<file path="src/rtl/dst_pkg.sv">
// Shared types for the 4x4 DST front end and transform core.
// Rows and blocks are packed so they cross ports as plain vectors.
package dst_pkg;

    localparam int N    = 4;
    localparam int IN_W = 12;

    typedef logic signed [IN_W-1:0] sample_t;
    typedef sample_t [N-1:0]        row_t;
    typedef row_t    [N-1:0]        block_t;

endpackage

</file>
<file path="src/rtl/dst_row_bank.sv">
// One 4x4 sample bank: writes a single row per cycle.
// Reset and clear both zero every sample.
module dst_row_bank
    import dst_pkg::*;
(
    input  logic       clk,
    input  logic       rst,
    input  logic       clr,
    input  logic       we,
    input  logic [1:0] row,
    input  row_t       wdata,
    output block_t     data
);

    always_ff @(posedge clk) begin
        if (rst || clr) begin
            data <= '0;
        end else if (we) begin
            data[row] <= wdata;
        end
    end

endmodule

</file>
<file path="src/rtl/dst4x4_row_collector.sv">
// Row-serial to block-parallel collector feeding the 4x4 DST core.
// Two banks ping-pong so one fills while the other is held for the core.
module dst4x4_row_collector
    import dst_pkg::*;
(
    input  logic   clk,
    input  logic   rst,
    input  logic   s_valid,
    output logic   s_ready,
    input  row_t   s_row,
    input  logic   s_last,
    output logic   m_valid,
    input  logic   m_ready,
    output block_t m_block,
    output logic   err_align
);

    logic [1:0] full;
    logic [1:0] full_next;
    logic       wr_bank;
    logic       rd_bank;
    logic [1:0] wr_row;

    logic       accept;
    logic       last_row;
    logic       early_last;
    logic       missing_last;
    logic       drain;

    block_t     bank_data [2];

    assign s_ready      = !full[wr_bank] && !rst;
    assign accept       = s_valid && s_ready;
    assign last_row     = (wr_row == 2'd3);
    assign early_last   = accept && s_last && !last_row;
    assign missing_last = accept && last_row && !s_last;

    assign m_valid = full[rd_bank];
    assign m_block = bank_data[rd_bank];
    assign drain   = m_valid && m_ready;

    // Writer only targets an empty bank, so set and clear never collide.
    always_comb begin
        full_next = full;
        if (accept && last_row) begin
            full_next[wr_bank] = 1'b1;
        end
        if (drain) begin
            full_next[rd_bank] = 1'b0;
        end
    end

    always_ff @(posedge clk) begin
        if (rst) begin
            full      <= '0;
            wr_bank   <= 1'b0;
            rd_bank   <= 1'b0;
            wr_row    <= '0;
            err_align <= 1'b0;
        end else begin
            full      <= full_next;
            err_align <= early_last || missing_last;
            if (accept) begin
                if (last_row) begin
                    wr_bank <= ~wr_bank;
                    wr_row  <= '0;
                end else if (s_last) begin
                    wr_row  <= '0;
                end else begin
                    wr_row  <= wr_row + 2'd1;
                end
            end
            if (drain) begin
                rd_bank <= ~rd_bank;
            end
        end
    end

    // A discarded partial block is wiped so stale rows never reappear.
    dst_row_bank u_bank0 (
        .clk   (clk),
        .rst   (rst),
        .clr   (early_last && !wr_bank),
        .we    (accept && !wr_bank),
        .row   (wr_row),
        .wdata (s_row),
        .data  (bank_data[0])
    );

    dst_row_bank u_bank1 (
        .clk   (clk),
        .rst   (rst),
        .clr   (early_last && wr_bank),
        .we    (accept && wr_bank),
        .row   (wr_row),
        .wdata (s_row),
        .data  (bank_data[1])
    );

endmodule

</file>
<file path="config.mk">
export PLATFORM = sky130hd
export DESIGN_NAME = dst4x4_row_collector
export DESIGN_NICKNAME = d
export VERILOG_FILES = /design/src/rtl/dst_pkg.sv /design/src/rtl/dst_row_bank.sv /design/src/rtl/dst4x4_row_collector.sv
export SDC_FILE = /design/constraint.sdc
export NUM_CORES = 1
export LEC_CHECK = 0
export CORE_MARGIN = 5
export CORE_UTILIZATION = 35
export DETAILED_ROUTE_END_ITERATION = 7
export PLACE_DENSITY = 0.58
export SETUP_SLACK_MARGIN = 0.3
export SYNTH_ARGS = -nofsm -noshare
export SYNTH_HDL_FRONTEND = slang
export SYNTH_SLANG_ARGS = --single-unit
</file>
<file path="constraint.sdc">
create_clock -name clk -period 3.15 [get_ports clk]
set_clock_uncertainty 0.05 [all_clocks]
set_input_delay 0.63 -clock clk [delete_from_list [all_inputs] [get_ports clk]]
set_output_delay 0.63 -clock clk [all_outputs]
set_load 0.05 [all_outputs]
</file>
==> results of run 1 <==
[worst register-to-register path, stage by stage (launching register included)]
cell	delay, ps
dfxtp_1	570
nor2b_4	270
buf_12	690
nand3_1	400
a21oi_1	190
[state kept, by name, summed over array words and instances (netlist names)]
signal / flops
err_align: 1
full: 2
rd_bank: 1
u_bank0.data: 192
u_bank1.data: 192
wr_bank: 1
wr_row: 2
[power groups by stage]
| stage | clock [µW] | sequential [µW] | combinational, µW |
|---|---|---|---|
| floorplan | 0 | 5090 | 392 |
| global placement | 0 | 5090 | 597 |
| detailed placement | 0 | 5090 | 603 |
| CTS | 5270 | 4980 | 603 |
| global route | 5460 | 4990 | 636 |
| finish | 5170 | 4990 | 602 |
[layout make-up]
class | count | area [µm²]
diodes | 2 | 5.00
clock buffers | 65 | 1310
clock inverters | 11 | 130
fillers | 4920 | 28600
inverters | 5 | 18.8
multi-input cells | 1389 | 8510
flip-flops and latches | 391 | 7830
well taps | 672 | 841
repair buffers | 293 | 2780
[worst max-delay path by stage]
stage                     slack [ps]  cells after the start                            end
after global routing             310                      4                   m_block[110]
final                            390                      4                    m_block[71]
after global placement           510                      3                    m_block[19]
after CTS                        310                      4                   m_block[167]
after floorplan                  590                      4                        m_valid
after detailed placement         470                      4  u_bank1.data[90]$_SDFFE_PP0P_
[repair_timing]
action | CTS | global route
gates resized for setup | 109 | 2
setup buffers | 5 | 0
setup endpoints to repair | 183 | 14
cloned | 0 | 0
[cells by family (layout without fill, tap and decap cells)]
kind of cell / count (synthesis) / in the layout / synth area share [%]
AO/OA/AOI/OAI: 782 / 782 / 23.4
AND/OR/NAND/NOR: 408 / 408 / 11.8
flip-flops: 391 / 391 / 44.3
buffers and inverters: 291 / 374 / 7.88
multiplexers: 194 / 194 / 12.4
adder cells (fa/ha/maj): 4 / 4 / 0.283
XOR/XNOR: 1 / 1 / 0.0496
other: 0 / 2 / 0
[metal layers]
metal	part of all wire (%)	track usage, %	vias up
li1	-	-	7504
met1	43	27.2	7905
met2	48	32.7	621
met3	6.0	3.27	105
met4	3.2	7.11	0
met5	0	0	-
[placed cells by master, fill, tap and decap left out, drive strengths merged, types with 3 or more instances in the layout]
| cell type | instances |
|---|---|
| a21oi | 388 |
| and3b | 4 |
| buf | 188 |
| bufinv | 3 |
| clkbuf | 65 |
| clkdlybuf4s15 | 26 |
| clkdlybuf4s50 | 53 |
| clkinv | 8 |
| dfxtp | 391 |
| dlygate4sd2 | 26 |
| ha | 4 |
| inv | 5 |
| mux2 | 193 |
| nand2 | 3 |
| nand3 | 384 |
| nand3b | 4 |
| nor2 | 4 |
| o21ai | 388 |
[through the flow]
stage | area (µm²) | power, µW | hold WS (ps) | setup slack, ps
floorplan | 17700 | 5480 | 397 | 586
CTS | 21400 | 10900 | 422 | 308
global placement | 19900 | 5690 | 407 | 509
detailed placement | 19900 | 5700 | 414 | 468
global route | 21400 | 11100 | 439 | 307
finish | 21400 | 10800 | 421 | 395
==> results.cfg, run 1 <==
[floorplan]
start_util_pct = 35.3
core-area_um2 = 50100
io_pins = 248
die_width_um = 235
rows = 82
die_area_um2 = 55100
die_y_um = 235

[worst_setup_path]
critical_path_class = register to output pin
cpMostUsedCell = buf_4
cp.required_ps = 2470
r2r_slack_ps = 910
crit_start = rd_bank$_SDFFE_PP0N_
crit_buf_inv = 3
arrival_ps = 2080
slowest_delay_ps = 410
startpoint_type = register
crit_fanout = 28
r2r-end = u_bank1.data[74]$_SDFFE_PP0P_
crit_path_end_kind = output pin
cp_slowest_cell = mux2_2
cp_top_family = buffers and inverters
r2r_start = wr_bank$_SDFFE_PP0N_
rr_worst_depth = 4
crit_path_cell_trace = buf_4 -> buf_8 -> mux2_2 -> buf_4

[clock_tree]
root_buffer = clkbuf_16
clk_pin_slew_ps = 60
htree_levels = 2
cts_buffers = 43
clock_path_buffers = 3
cts_tree = built
clk_latency_ps = 540
cts_hold_repair.buffers = 0
cts.sinks = 391

[timing]
finalSetupViolations = 0
finalCritPeriodShare_pct = 87.5
finalHoldViolations = 0
relSlewSlack_pct = 28.2
rsz0062_at_grt = false
fin_crit_ps = 2760
tightestPinTransition_ps = 1080
finalMaxSlewViolations = 0
fmaxAchievable_mhz = 363
finalSetupTns_ps = 0

[logic_synthesis]
synth.net_count = 2128
synth_edf_count = 0
syn_area_um2 = 17700
synth_common_cells = dfxtp_1 (391), nand3_1 (384), o21ai_0 (337)
ys_async_sr_fraction_pct = 0
synth_area_leaders = dfxtp_1 (44%), mux2_2 (12%), nand3_1 (11%)
ys.flop_type = dfxtp_1
yosysUniqueCellTypes = 32
synth_top_area_share_pct = 44.3
synth.most_common_cell = dfxtp_1
yosys.area.top_type = dfxtp_1
ys_ff_latch = 391
yosysWarnings = 0
syn_inst = 2071
yosysSeqAreaShare_pct = 44.3
syn_avg_cell_area_um2 = 8.53

[power_and_ir_drop]
p_seq_share_pct = 46.3
p_int_uw = 8250
clkPwrFrac_pct = 48.1
worst_ir_drop_vdd_mv = 0.281
switching_share_pct = 23.3
switching_power_uw = 2500
combPwrFrac_pct = 5.6
p_per_area_nw_per_um2 = 502
leakagePower_uw = 0.00735

[placement]
dp_hpwl_mm = 33.4
port_buffers = 247
gp_congestion = 0.751
dp_cells = 2745

[route]
avgRoutedWirePerCell_um = 21.1
vias = 16135
drc = 0
drtPass1Iterations = 5
routed_via_density = 5.71
wirelength_mm = 59.6
drtAntennaViolNets = 0
first_iter_violations = 1592

[run_status]
status = finished, final reports clean

[cells_and_area]
drive_gt1_share_pct = 25.0
area_growth_syn_to_layout_pct = 21.2
nets = 2180
final_cells = 2828
final_util_pct = 42.8

[worst_hold_path]
worstHoldPathCells = 2
min_path_type = register to register
hold_start = u_bank0.data[174]$_SDFFE_PP0P_
worst_hold_path.endpoint = u_bank0.data[174]$_SDFFE_PP0P_

[grt]
grt_use_total_pct = 20.1
grt_max_degree = 195
overflow = 0
grt_pass1_vias = 15645
grt_pass1_wl_mm = 92.3
antenna_found_initial = 2

[flow_run]
drv_cap = 0
(Power assumes the default switching activity.)
==> inputs of run 2 (changes only) <==
- CAP_MARGIN: not set -> 15
==> results of run 2 <==
Same layout as run 1: the final DEF is identical, and so are final timing and power.
